File: config.mk
export PLATFORM = sky130hd
export DESIGN_NAME = maze_controller_flat
export DESIGN_NICKNAME = d
export VERILOG_FILES = /design/src/rtl/maze_controller_if.sv /design/src/rtl/maze_controller.sv /design/src/flat_wrapper.sv
export SDC_FILE = /design/constraint.sdc
export NUM_CORES = 1
export LEC_CHECK = 0
export CAP_MARGIN = 10
export CORE_MARGIN = 2
export CORE_UTILIZATION = 49
export DETAILED_ROUTE_END_ITERATION = 10
export HOLD_SLACK_MARGIN = 0.02
export PLACE_DENSITY = 0.91
export SETUP_SLACK_MARGIN = 0.5
export SLEW_MARGIN = 0
export SYNTH_ARGS = -nofsm -noshare
export SYNTH_HDL_FRONTEND = slang
export SYNTH_SLANG_ARGS = --single-unit
File: constraint.sdc
create_clock -name Clk -period 6.2 [get_ports Clk]
set_input_delay 1.24 -clock Clk [delete_from_list [all_inputs] [get_ports Clk]]
set_output_delay 1.24 -clock Clk [all_outputs]
set_load 0.005 [all_outputs]
File: src/rtl/maze_controller_if.sv
// Signal bundle between the maze controller and its datapath, deque, map memory and start/status logic.
// The master modport is the controller side and the slave modport is the datapath side.
interface maze_controller_if;
  logic       start;
  logic [3:0] X, Y;
  logic       is_full_X, is_full_Y, is_empty_X, is_empty_Y, Finish;
  logic [1:0] stack_out;
  logic [7:0] rd_addr;
  logic       rd_data;
  logic       wr_en;
  logic [7:0] wr_addr;
  logic       wr_data;
  logic       ld_X, ld_Y, iz_X, iz_Y, sel_X, sel_Y, sel_add, sel_sub, pX_nX, pY_nY;
  logic       push, pop_back, pop_front;
  logic [1:0] stack_in;
  logic       move_valid;
  logic       busy, done, fail;
  logic [7:0] depth;

  modport master (
    input  start, X, Y, is_full_X, is_full_Y, is_empty_X, is_empty_Y, Finish,
           stack_out, rd_data,
    output rd_addr, wr_en, wr_addr, wr_data,
           ld_X, ld_Y, iz_X, iz_Y, sel_X, sel_Y, sel_add, sel_sub, pX_nX, pY_nY,
           push, pop_back, pop_front, stack_in, move_valid, busy, done, fail, depth
  );

  modport slave (
    output start, X, Y, is_full_X, is_full_Y, is_empty_X, is_empty_Y, Finish,
           stack_out, rd_data,
    input  rd_addr, wr_en, wr_addr, wr_data,
           ld_X, ld_Y, iz_X, iz_Y, sel_X, sel_Y, sel_add, sel_sub, pX_nX, pY_nY,
           push, pop_back, pop_front, stack_in, move_valid, busy, done, fail, depth
  );
endinterface

File: src/rtl/maze_controller.sv
// Depth-first search sequencer for the 16x16 maze datapath, from (0,15) to (15,0).
// Define MAZE_REPLAY_EN to stream the solved path out of the deque in FIFO order after Finish.
module maze_controller #(
  parameter int MAX_DEPTH = 255
) (
  input logic              Clk,
  input logic              our_reset,
  maze_controller_if.master bus
);

  typedef enum logic [3:0] {
    S_IDLE, S_INIT, S_CHECK, S_EVAL, S_MOVE, S_BACK, S_BWAIT, S_BMOVE, S_REPLAY, S_DONE, S_FAIL
  } state_t;

  localparam logic [7:0] MAX_D = 8'(MAX_DEPTH);

  state_t     r_state, w_next;
  logic [2:0] r_dir;
  logic [1:0] r_m;
  logic [7:0] r_depth;
  logic [3:0] w_cand_x, w_cand_y;
  logic       w_off_grid, w_at_max, w_reject;
  logic [1:0] w_step;
`ifdef MAZE_REPLAY_EN
  logic       r_move_valid;
`endif

  // Candidate cell and boundary test for the direction currently being tried.
  always_comb begin
    w_cand_x   = bus.X;
    w_cand_y   = bus.Y;
    w_off_grid = 1'b0;
    case (r_dir[1:0])
      2'd0:    begin w_cand_x = bus.X + 4'd1; w_off_grid = bus.is_full_X;  end
      2'd1:    begin w_cand_y = bus.Y - 4'd1; w_off_grid = bus.is_empty_Y; end
      2'd2:    begin w_cand_x = bus.X - 4'd1; w_off_grid = bus.is_empty_X; end
      default: begin w_cand_y = bus.Y + 4'd1; w_off_grid = bus.is_full_Y;  end
    endcase
  end

  assign w_at_max = (r_depth == MAX_D);
  assign w_reject = w_off_grid || w_at_max;

  // NOTE: sequential state uses non-blocking assignments so every register samples pre-edge values.
  always_ff @(posedge Clk or posedge our_reset) begin
    if (our_reset) r_state <= S_IDLE;
    else           r_state <= w_next;
  end

  always_comb begin
    w_next = r_state;
    case (r_state)
      S_IDLE, S_DONE, S_FAIL: if (bus.start) w_next = S_INIT;
      S_INIT:  w_next = S_CHECK;
      S_CHECK: begin
        if (bus.Finish) begin
`ifdef MAZE_REPLAY_EN
          w_next = S_REPLAY;
`else
          w_next = S_DONE;
`endif
        end
        else if (r_dir[2]) w_next = S_BACK;
        else if (!w_reject) w_next = S_EVAL;
      end
      S_EVAL:  w_next = bus.rd_data ? S_CHECK : S_MOVE;
      S_MOVE:  w_next = S_CHECK;
      S_BACK:  w_next = (r_depth == 8'd0) ? S_FAIL : S_BWAIT;
      S_BWAIT: w_next = S_BMOVE;
      S_BMOVE: w_next = S_CHECK;
`ifdef MAZE_REPLAY_EN
      S_REPLAY: if (r_depth == 8'd0) w_next = S_DONE;
`endif
      default: w_next = S_IDLE;
    endcase
  end

  // Direction counter, latched backtrack move and deque occupancy.
  always_ff @(posedge Clk or posedge our_reset) begin
    if (our_reset) begin
      r_dir   <= 3'd0;
      r_m     <= 2'd0;
      r_depth <= 8'd0;
    end else begin
      case (r_state)
        S_INIT:  begin r_dir <= 3'd0; r_depth <= 8'd0; end
        S_CHECK: if (!bus.Finish && !r_dir[2] && w_reject) r_dir <= r_dir + 3'd1;
        S_EVAL:  if (bus.rd_data) r_dir <= r_dir + 3'd1;
        S_MOVE:  begin r_dir <= 3'd0; r_depth <= r_depth + 8'd1; end
        S_BACK:  if (r_depth != 8'd0) r_depth <= r_depth - 8'd1;
        S_BWAIT: r_m <= bus.stack_out;
        S_BMOVE: r_dir <= {1'b0, r_m} + 3'd1;
`ifdef MAZE_REPLAY_EN
        S_REPLAY: if (r_depth != 8'd0) r_depth <= r_depth - 8'd1;
`endif
        default: ;
      endcase
    end
  end

`ifdef MAZE_REPLAY_EN
  // The popped move appears on stack_out one cycle after pop_front.
  always_ff @(posedge Clk or posedge our_reset) begin
    if (our_reset) r_move_valid <= 1'b0;
    else           r_move_valid <= (r_state == S_REPLAY) && (r_depth != 8'd0);
  end
`endif

  // A backtrack applies the reverse of the popped move; a forward step applies dir.
  assign w_step = (r_state == S_BMOVE) ? (r_m ^ 2'b10) : r_dir[1:0];

  // NOTE: every output gets a default before the case so no latch is inferred.
  always_comb begin
    bus.rd_addr    = 8'd0;
    bus.wr_en      = 1'b0;
    bus.wr_addr    = 8'd0;
    bus.wr_data    = 1'b0;
    bus.ld_X       = 1'b0;
    bus.ld_Y       = 1'b0;
    bus.iz_X       = 1'b0;
    bus.iz_Y       = 1'b0;
    bus.sel_X      = 1'b0;
    bus.sel_Y      = 1'b0;
    bus.sel_add    = 1'b0;
    bus.sel_sub    = 1'b0;
    bus.pX_nX      = 1'b0;
    bus.pY_nY      = 1'b0;
    bus.push       = 1'b0;
    bus.pop_back   = 1'b0;
    bus.pop_front  = 1'b0;
    bus.stack_in   = 2'd0;
    bus.move_valid = 1'b0;
    bus.done       = 1'b0;
    bus.fail       = 1'b0;
    bus.busy       = !(r_state inside {S_IDLE, S_DONE, S_FAIL});
    bus.depth      = r_depth;
`ifdef MAZE_REPLAY_EN
    bus.move_valid = r_move_valid;
`endif
    case (r_state)
      S_INIT:  begin bus.iz_X = 1'b1; bus.iz_Y = 1'b1; end
      S_CHECK: bus.rd_addr = {w_cand_y, w_cand_x};
      S_MOVE, S_BMOVE: begin
        bus.sel_X   = !w_step[0];
        bus.sel_Y   = w_step[0];
        bus.pX_nX   = !w_step[0];
        bus.pY_nY   = w_step[0];
        bus.ld_X    = !w_step[0];
        bus.ld_Y    = w_step[0];
        bus.sel_add = (w_step == 2'd0) || (w_step == 2'd3);
        bus.sel_sub = (w_step == 2'd1) || (w_step == 2'd2);
        if (r_state == S_MOVE) begin
          bus.wr_en    = 1'b1;
          bus.wr_addr  = {bus.Y, bus.X};
          bus.wr_data  = 1'b1;
          bus.push     = 1'b1;
          bus.stack_in = r_dir[1:0];
        end
      end
      S_BACK:  bus.pop_back = (r_depth != 8'd0);
`ifdef MAZE_REPLAY_EN
      S_REPLAY: bus.pop_front = (r_depth != 8'd0);
`endif
      S_DONE:  bus.done = 1'b1;
      S_FAIL:  bus.fail = 1'b1;
      default: ;
    endcase
  end

endmodule

File: src/flat_wrapper.sv
// flat-port wrapper written by rule: the top's interface ports become plain ports
module maze_controller_flat 
#(
  parameter int MAX_DEPTH = 255
)
  (Clk, our_reset, bus_start, bus_X, bus_Y, bus_is_full_X, bus_is_full_Y, bus_is_empty_X, bus_is_empty_Y, bus_Finish, bus_stack_out, bus_rd_data, bus_rd_addr, bus_wr_en, bus_wr_addr, bus_wr_data, bus_ld_X, bus_ld_Y, bus_iz_X, bus_iz_Y, bus_sel_X, bus_sel_Y, bus_sel_add, bus_sel_sub, bus_pX_nX, bus_pY_nY, bus_push, bus_pop_back, bus_pop_front, bus_stack_in, bus_move_valid, bus_busy, bus_done, bus_fail, bus_depth);
  maze_controller_if bus_i ();
  input logic Clk;
  input logic our_reset;
  input wire logic [$bits(bus_i.start)-1:0] bus_start;
  input wire logic [$bits(bus_i.X)-1:0] bus_X;
  input wire logic [$bits(bus_i.Y)-1:0] bus_Y;
  input wire logic [$bits(bus_i.is_full_X)-1:0] bus_is_full_X;
  input wire logic [$bits(bus_i.is_full_Y)-1:0] bus_is_full_Y;
  input wire logic [$bits(bus_i.is_empty_X)-1:0] bus_is_empty_X;
  input wire logic [$bits(bus_i.is_empty_Y)-1:0] bus_is_empty_Y;
  input wire logic [$bits(bus_i.Finish)-1:0] bus_Finish;
  input wire logic [$bits(bus_i.stack_out)-1:0] bus_stack_out;
  input wire logic [$bits(bus_i.rd_data)-1:0] bus_rd_data;
  output wire logic [$bits(bus_i.rd_addr)-1:0] bus_rd_addr;
  output wire logic [$bits(bus_i.wr_en)-1:0] bus_wr_en;
  output wire logic [$bits(bus_i.wr_addr)-1:0] bus_wr_addr;
  output wire logic [$bits(bus_i.wr_data)-1:0] bus_wr_data;
  output wire logic [$bits(bus_i.ld_X)-1:0] bus_ld_X;
  output wire logic [$bits(bus_i.ld_Y)-1:0] bus_ld_Y;
  output wire logic [$bits(bus_i.iz_X)-1:0] bus_iz_X;
  output wire logic [$bits(bus_i.iz_Y)-1:0] bus_iz_Y;
  output wire logic [$bits(bus_i.sel_X)-1:0] bus_sel_X;
  output wire logic [$bits(bus_i.sel_Y)-1:0] bus_sel_Y;
  output wire logic [$bits(bus_i.sel_add)-1:0] bus_sel_add;
  output wire logic [$bits(bus_i.sel_sub)-1:0] bus_sel_sub;
  output wire logic [$bits(bus_i.pX_nX)-1:0] bus_pX_nX;
  output wire logic [$bits(bus_i.pY_nY)-1:0] bus_pY_nY;
  output wire logic [$bits(bus_i.push)-1:0] bus_push;
  output wire logic [$bits(bus_i.pop_back)-1:0] bus_pop_back;
  output wire logic [$bits(bus_i.pop_front)-1:0] bus_pop_front;
  output wire logic [$bits(bus_i.stack_in)-1:0] bus_stack_in;
  output wire logic [$bits(bus_i.move_valid)-1:0] bus_move_valid;
  output wire logic [$bits(bus_i.busy)-1:0] bus_busy;
  output wire logic [$bits(bus_i.done)-1:0] bus_done;
  output wire logic [$bits(bus_i.fail)-1:0] bus_fail;
  output wire logic [$bits(bus_i.depth)-1:0] bus_depth;
  assign bus_i.start = bus_start;
  assign bus_i.X = bus_X;
  assign bus_i.Y = bus_Y;
  assign bus_i.is_full_X = bus_is_full_X;
  assign bus_i.is_full_Y = bus_is_full_Y;
  assign bus_i.is_empty_X = bus_is_empty_X;
  assign bus_i.is_empty_Y = bus_is_empty_Y;
  assign bus_i.Finish = bus_Finish;
  assign bus_i.stack_out = bus_stack_out;
  assign bus_i.rd_data = bus_rd_data;
  assign bus_rd_addr = bus_i.rd_addr;
  assign bus_wr_en = bus_i.wr_en;
  assign bus_wr_addr = bus_i.wr_addr;
  assign bus_wr_data = bus_i.wr_data;
  assign bus_ld_X = bus_i.ld_X;
  assign bus_ld_Y = bus_i.ld_Y;
  assign bus_iz_X = bus_i.iz_X;
  assign bus_iz_Y = bus_i.iz_Y;
  assign bus_sel_X = bus_i.sel_X;
  assign bus_sel_Y = bus_i.sel_Y;
  assign bus_sel_add = bus_i.sel_add;
  assign bus_sel_sub = bus_i.sel_sub;
  assign bus_pX_nX = bus_i.pX_nX;
  assign bus_pY_nY = bus_i.pY_nY;
  assign bus_push = bus_i.push;
  assign bus_pop_back = bus_i.pop_back;
  assign bus_pop_front = bus_i.pop_front;
  assign bus_stack_in = bus_i.stack_in;
  assign bus_move_valid = bus_i.move_valid;
  assign bus_busy = bus_i.busy;
  assign bus_done = bus_i.done;
  assign bus_fail = bus_i.fail;
  assign bus_depth = bus_i.depth;
  maze_controller #(.MAX_DEPTH(MAX_DEPTH)) u_core (.Clk(Clk), .our_reset(our_reset), .bus(bus_i));
endmodule
==> qor.txt, run 1 <==
status - finished clean
Initial Util - 50.5%
final hold viol count - 0
min-delay src - u_core.r_m[1]
fin area - 2400 µm²
Slew HR - 26.5%
drt via density - 5.64
io pins - 64
most common cell after layout, fill and taps aside - clkdlybuf4s50_1
Critical Path AT - 3.48 ns
vias in the first global route - 1654
Clock transition at path regs - 0.08 ns
Total GRT Usage - 23.2%
Worst Max-Slew Pin Slew - 1.09 ns
Worst-Skew Late Latency - 0.26 ns
placed instance area - 2360 µm²
worst reg2reg endpoint - u_core.bus.depth[7]
row cnt - 22
largest net degree at the start of global routing - 20
ANT nets after route - 0
post-CTS sizing - 0
Util after Layout - 66.2%
Buffers on Ports - 61
CP max FO - 4
FF-to-FF path depth - 8
fin crit period - 4.72 ns
Setup Buffers After CTS - 0
Pre-antenna DRT Iters - 4
clk_skew - 0.0105 ns
r2r startpoint - u_core.r_state[3]
Num CTS Buffers - 3
Post-synth EDFFs - 0
Die ar. - 4250 µm²
vias post-DR - 1811
CP Capture Type - primary output
Synth cell types - 60
f_max - 212 MHz
Critical Path RT - 4.96 ns
Post-route DRC - 0
core box area - 3630 µm²
CP Launch Type - input pin
worst hold path class - reg -> reg
ys flop type - dfrtp_1
Hold Path Sink - u_core.r_m[1]
CTS H-tree lvls - 1
RSZ-0062 raised after global routing - false
DPL Wire Length - 3.50 mm
share of cells above drive strength 1 - 5.13%
clock buffer depth - 2
reg2reg setup slack - 3.14 ns
die height - 65.2 µm
CTS tree - built
slowest stage cell, crit path - clkdlybuf4s50_1
sequential cell area fraction in the yosys report - 23.2%
Slew Limit Fails - 0
CTS Root Cell - clkbuf_8
max-cap viol count - 0
share of the synthesized area in the top cell type - 23.2%
Final #Nets - 303
Iter 0 DRT Violations - 143
WL/cell - 14.3 µm
most frequent cells in the layout - 61 x clkdlybuf4s50_1, 22 x nor2_1, 17 x nand2_1, 17 x dfrtp_1, 16 x inv_1
Layout fillers - 325
maximum VDD drop - 0.000234 V
async set or reset register ratio after synthesis - 100%
initial antenna violation count - 0
Period Utilization, post-route - 76.1%
antenna fix cells - 0
Post-Route WL - 4.59 mm
Area contributors post-synth - dfrtp_1 23%, ha_1 5.5%, nor2_1 4.5%
pwr/cell area - 432 nW/µm²
LEAKAGE - 0.994 nW
syn avg cell area - 7.91 µm²
FF+latch count, synth - 17
first-pass GRT wire length - 7.96 mm
clk sinks - 17
Post-Syn Instances - 232
setup TNS - 0 ns
worst path cell trace - clkdlybuf4s50_1 -> ha_1 -> a21o_1 -> a21oi_1 -> xnor2_1 -> or3_1 -> a21oi_1 -> clkdlybuf4s50_1
Final GP Congestion - 0.871
Syn. warnings - 0
DIE WIDTH - 65.2 µm
GRT overflow - 0
Synth area leader - dfrtp_1
Area growth, synth to finish - 31.1%
final setup vio count - 0
critical path's largest stage delay - 0.52 ns
Crit Path Class - in -> out
Hold Crit Depth - 1
Cell Area, Synth - 1830 µm²
hold-fix buffers at CTS - 0
[how the worst max path moves through the flow]
stage / startpoint / to / slack, ns / cells past startpoint
2_1_floorplan: bus_Y[1] / bus_rd_addr[7] / 2.59 / 6
3_5_place_dp: bus_X[1] / bus_rd_addr[3] / 1.49 / 8
4_1_cts: bus_X[1] / bus_rd_addr[3] / 1.48 / 8
3_3_place_gp: bus_X[1] / bus_rd_addr[3] / 1.54 / 8
5_1_grt: bus_X[1] / bus_rd_addr[3] / 1.36 / 8
6_report: bus_X[1] / bus_rd_addr[3] / 1.48 / 8
[power breakdown]
| group | switching, mW | total (mW) | internal (mW) | leakage [nW] |
|---|---|---|---|---|
| logic | 0.326 | 0.682 | 0.355 | 0.750 |
| clock network | 0.0398 | 0.0844 | 0.0446 | 0.0255 |
| registers | 0.115 | 0.272 | 0.156 | 0.219 |
[critical path, delay by kind of cell]
kind | cells | cell delay, ns
buf+inv | 2 | 1.02
compound gates | 3 | 0.49
fa+ha+maj | 1 | 0.33
simple gates | 1 | 0.30
xor+xnor | 1 | 0.09
[routing by layer]
layer	GRT usage (%)	wire length [µm]
met5	0	0
met4	4.95	59
met3	2.40	206
met2	37.6	2200
met1	33.4	2130
[per-stage QoR]
stage                     total power, mW  cells  hold slack (ns)  setup WS, ns
final                                1.04    321            0.578          1.48
after global placement              0.925    317            0.538          1.54
after CTS                            1.04    321            0.571          1.48
after detailed placement            0.949    317            0.554          1.49
after floorplan                     0.723    233            0.525          2.59
after global routing                 1.14    321            0.591          1.36
[cell families after synthesis]
group                      Yosys count  share of synthesized area (%)
muxes                                6                           4.16
and+or+nand+nor                     88                           26.3
adders and majority gates           10                           7.64
other                                1                          0.204
AOI/OAI and AO/OA                   56                           20.9
xor gates and xnor gates            13                           6.21
buffers and inverters               41                           11.5
DFF                                 17                           23.2
[sequential cells by signal, indices dropped and copies added (netlist names)]
| register | cells |
|---|---|
| u_core.r_m | 2 |
| u_core.r_state | 4 |
| u_core.r_dir | 3 |
| u_core.bus.depth | 8 |
[final cells by class]
cell class | count | area [µm²] | area share [%]
multi-input combinational | 175 | 1200 | 50.0
clock inverter | 1 | 5.00 | 0.208
clock buffer | 3 | 41.3 | 1.72
inverter | 16 | 60.1 | 2.50
timing repair buffer | 61 | 611 | 25.4
tap | 48 | 60.1 | 2.50
sequential | 17 | 425 | 17.7
[cells in the mapped netlist, types with 2 or more instances]
cell type  number
and2_1          6
dfrtp_1        17
a31oi_1         3
nand3_1         4
ha_1            8
nor2b_1         3
nor2_1         22
buf_4           9
or3b_2          2
o21ai_0         9
o21ai_1         5
o21bai_1        2
buf_2           6
nor3_1          6
buf_1           3
o31ai_1         3
clkbuf_1        5
xnor2_1         8
inv_1          16
fa_1            2
a211oi_1        3
o21a_1          2
nand2_1        17
or3_1           6
nand2b_1        4
a22o_1          2
mux2i_1         2
xor2_1          5
a21o_1          3
nor4_1          5
buf_6           2
mux2_2          2
and3_1          2
a21oi_1        10
nand4_1         2
a22oi_1         2
Note: power is estimated with default switching activity, not from simulation.
==> inputs of run 2 (changes only) <==
- CORE_UTILIZATION: 49 -> 41
- PLACE_DENSITY: 0.91 -> 0.82
- clock period: 6.2 -> 3.8 ns (I/O delays scaled with it)
==> qor.txt, run 2 (synthesis results as in run 1) <==
clock buffer depth - 2
fin area - 2480 µm²
WL/cell - 14.3 µm
vias in the first global route - 1702
max-cap viol count - 0
Final #Nets - 310
most common cell after layout, fill and taps aside - clkdlybuf4s50_1
Place WS - 0.149 ns
row cnt - 24
final hold viol count - 0
Slew HR - 55.2%
Clock transition at path regs - 0.07 ns
final setup vio count - 0
Post-route DRC - 0
CTS H-tree lvls - 1
r2r startpoint - u_core.r_state[1]
worst reg2reg endpoint - u_core.bus.depth[6]
Area growth, synth to finish - 35.0%
Total GRT Usage - 19.5%
CP Launch Type - input pin
LEAKAGE - 1.08 nW
Cell Count Post-Placement - 327
die height - 70.9 µm
ANT nets after route - 0
f_max - 312 MHz
Worst-Skew Late Latency - 0.25 ns
CTS Root Cell - clkbuf_8
RSZ-0062 raised after global routing - true
core box area - 4320 µm²
Crit Path Class - in -> out
placed instance area - 2410 µm²
Die ar. - 5020 µm²
setup TNS - 0 ns
FF-to-FF path depth - 9
min-delay src - u_core.r_m[0]
reg2reg setup slack - 0.95 ns
Pre-antenna DRT Iters - 4
Initial Util - 42.4%
Critical Path RT - 3.04 ns
worst setup margin - 0.597 ns
Critical Path AT - 2.44 ns
worst hold path class - reg -> reg
Num CTS Buffers - 3
clk_skew - 0.00583 ns
Layout Cells excl Fill - 332
initial antenna violation count - 0
Slew Limit Fails - 0
Min Hold Slack - 0.575 ns
DIE WIDTH - 70.9 µm
Final GP Congestion - 0.835
maximum VDD drop - 0.000357 V
most frequent cells in the layout - 52 x clkdlybuf4s50_1, 21 x nor2_1, 17 x nand2_1, 16 x inv_1, 15 x dfrtp_1
Period Utilization, post-route - 84.3%
Iter 0 DRT Violations - 129
CP Capture Type - primary output
Util after Layout - 57.3%
max FFs per register - 8
Worst Max-Slew Pin Slew - 0.671 ns
first-pass GRT wire length - 8.11 mm
Post-Route WL - 4.76 mm
share of cells above drive strength 1 - 10.7%
DPL Wire Length - 3.64 mm
GRT overflow - 0
antenna fix cells - 0
Hold Path Sink - u_core.r_m[0]
status - finished clean
largest net degree at the start of global routing - 20
pwr/cell area - 701 nW/µm²
CP max FO - 2
fin crit period - 3.20 ns
Pwr Total - 1.74 mW
CTS tree - built
drt via density - 5.53
vias post-DR - 1837
io pins - 64
Buffers on Ports - 61
Hold Crit Depth - 1
clk sinks - 17
-- run 2: worst max-delay path by stage --
stage / from / end / slack, ns / depth (start not counted)
2_1_floorplan: u_core.r_dir[0] / bus_rd_addr[3] / 1.05 / 8
3_3_place_gp: bus_Y[1] / bus_rd_addr[7] / 0.15 / 8
3_5_place_dp: bus_Y[1] / bus_rd_addr[7] / 0.15 / 8
4_1_cts: bus_Y[1] / bus_rd_addr[7] / 0.42 / 8
5_1_grt: u_core.r_state[1] / bus_pY_nY / 0.46 / 5
6_report: bus_X[1] / bus_rd_addr[3] / 0.60 / 8
-- run 2: critical path, cell delays in order --
cell	delay, ns
clkdlybuf4s50_1	0.49
ha_1	0.24
a21o_1	0.17
a21oi_2	0.14
xnor2_1	0.09
or3_1	0.31
a21oi_1	0.12
buf_2	0.13
-- run 2: area by class of cell --
class | instances | area [µm²]
clock inverters | 1 | 5.00
inverters | 16 | 60.1
clock buffers | 3 | 41.3
flip-flops and latches | 17 | 428
repair buffers | 68 | 656
fillers | 390 | 1850
well taps | 52 | 65.1
multi-input cells | 175 | 1220
-- run 2: routing by layer --
layer	wire [µm]	track usage (%)	vias up	part of all wire, %
met2	2330	30.7	43	49
li1	-	-	909	-
met4	65	5.87	0	1.4
met1	2180	27.7	878	46
met5	0	0	-	0
met3	183	2.85	7	3.8
-- run 2: what timing repair did --
action                                  in CTS  in global routing
hold buffers                                 0                  0
resized for setup                           11                 11
endpoints found under the setup margin       8                 14
pin swaps                                    0                  4
buffers inserted                             0                  1
-- run 2: power by group --
part | internal (mW) | leakage, nW | total, mW | switching, mW
clock | 0.0728 | 0.0255 | 0.136 | 0.0627
combinational | 0.606 | 0.839 | 1.16 | 0.556
sequential | 0.258 | 0.217 | 0.440 | 0.182
==> inputs of run 3 (changes only) <==
- clock period: 3.8 -> 2.88 ns (I/O delays scaled with it)
==> qor.txt, run 3 (synthesis results as in run 1) <==
drt via density - 5.99
maximum VDD drop - 0.000554 V
Critical Path AT - 2.28 ns
r2r startpoint - u_core.r_state[2]
final hold viol count - 0
Pre-antenna DRT Iters - 5
Die ar. - 5020 µm²
Area growth, synth to finish - 75.0%
met2 track utilization from global routing - 44.4%
hold-fix buffers at CTS - 0
ANT nets after route - 0
pwr/cell area - 1030 nW/µm²
clock buffer depth - 2
CTS tree - built
cell family with most CP delay - buffers and inverters
worst setup margin - 0.0234 ns
most frequent cells in the layout - 62 x buf_4, 21 x clkdlybuf4s50_1, 18 x nor2_1, 16 x nand2_1
Place WS - -0.426 ns
clk_skew - 0.00238 ns
initial antenna violation count - 0
Reg area - 434 µm²
CP max FO - 3
Seq pwr share - 16.1%
gr busiest metal - met2
Worst-Skew Late Latency - 0.26 ns
critical path's largest stage delay - 0.42 ns
slowest stage cell, crit path - fa_1
placed instance area - 2570 µm²
max-cap viol count - 0
vias in the first global route - 2217
Period Utilization, post-route - 99.2%
Sw Ratio - 46.0%
CTS Root Cell - clkbuf_8
DIE WIDTH - 70.9 µm
io pins - 64
LEAKAGE - 1.64 nW
Logic pwr share - 77.9%
Crit Path Class - reg -> out
Initial Util - 42.4%
worst path cell trace - inv_1 -> nor2_2 -> buf_4 -> inv_1 -> fa_1 -> xor2_1 -> nor2_1 -> a21oi_1 -> nor2_1 -> dlygate4sd2_1
final setup vio count - 0
DPL Wire Length - 3.93 mm
Internal Dissipation - 1.78 mW
Final #Nets - 379
Util after Layout - 74.2%
M3 GR Usage - 3.42%
fin area - 3210 µm²
CP bufs+invs - 4
Worst Max-Slew Pin Slew - 0.729 ns
share of cells above drive strength 1 - 43.0%
Buffers on Ports - 61
Iter 0 DRT Violations - 280
Num CTS Buffers - 3
vias post-DR - 2402
Critical Path RT - 2.30 ns
row cnt - 24
Total GRT Usage - 26.3%
max FFs per register - 8
CP startpoint - u_core.r_dir[0]
CP Capture Type - primary output
CP Launch Type - register
first-pass GRT wire length - 10.6 mm
grt met1 use - 33.3%
core box area - 4320 µm²
RSZ-0062 raised after global routing - true
fin crit period - 2.86 ns
Post-route DRC - 0
Slew Limit Fails - 0
Layout fillers - 285
GRT overflow - 0
CTS H-tree lvls - 1
most common cell after layout, fill and taps aside - buf_4
Post-Route WL - 7.91 mm
min-delay src - u_core.r_m[1]
clock share of power - 5.9%
Clock transition at path regs - 0.08 ns
setup TNS - 0 ns
multi-input logic area - 1430 µm²
clk sinks - 17
f_max - 350 MHz
die height - 70.9 µm
Final GP Congestion - 0.849
antenna fix cells - 0
Slew HR - 51.3%
switching power - 1.52 mW
worst hold path class - reg -> reg
largest net degree at the start of global routing - 18
WL/cell - 19.7 µm
status - finished clean
## run 3: worst paths after layout
path | end | slack [ns] | depth (start not counted)
setup / recovery | bus_rd_addr[6] | 0.02 | 10
min in group asynchronous | u_core.bus.depth[3] | 0.74 | 2
hold / removal | u_core.r_m[1] | 0.59 | 1
hold reg to reg | u_core.r_m[1] | 0.59 | 1
max in group asynchronous | u_core.r_state[2] | 1.64 | 2
setup reg to reg | u_core.bus.depth[7] | 0.34 | 11
## run 3: timing repair
| item | 4_1_cts | 5_1_grt |
|---|---|---|
| gates resized for setup | 84 | 65 |
| setup buffers | 29 | 19 |
| setup endpoints to repair | 34 | 33 |
| pin swaps | 19 | 15 |
| gates cloned | 1 | 0 |
## run 3: stage by stage
stage | power (mW) | instances | hold WS [ns]
after global routing | 3.48 | 401 | 0.611
final | 3.30 | 401 | 0.595
after global placement | 2.20 | 348 | 0.544
after detailed placement | 2.24 | 348 | 0.552
after CTS | 2.78 | 382 | 0.577
after floorplan | 1.57 | 233 | 0.502
## run 3: routing by layer
metal	wire (µm)	vias up	share of wire, %
li1	-	1045	-
met1	3050	1153	39
met2	3960	169	50
met3	575	35	7.3
met4	320	0	4.0
met5	0	-	0
## run 3: area by class of cell
class,instances,share of cell area (%)
multi-input cells,175,44.6
repair buffers,137,36.3
flip-flops and latches,17,13.5
inverters,16,2.03
well taps,52,2.03
clock buffers,3,1.29
clock inverters,1,0.156
## run 3: power by group through the flow
stage | logic (mW) | clock network (mW) | registers (mW)
floorplan | 1.15 | 0 | 0.423
global placement | 1.67 | 0 | 0.527
detailed placement | 1.71 | 0 | 0.531
CTS | 2.09 | 0.184 | 0.506
global route | 2.72 | 0.206 | 0.544
finish | 2.57 | 0.196 | 0.533
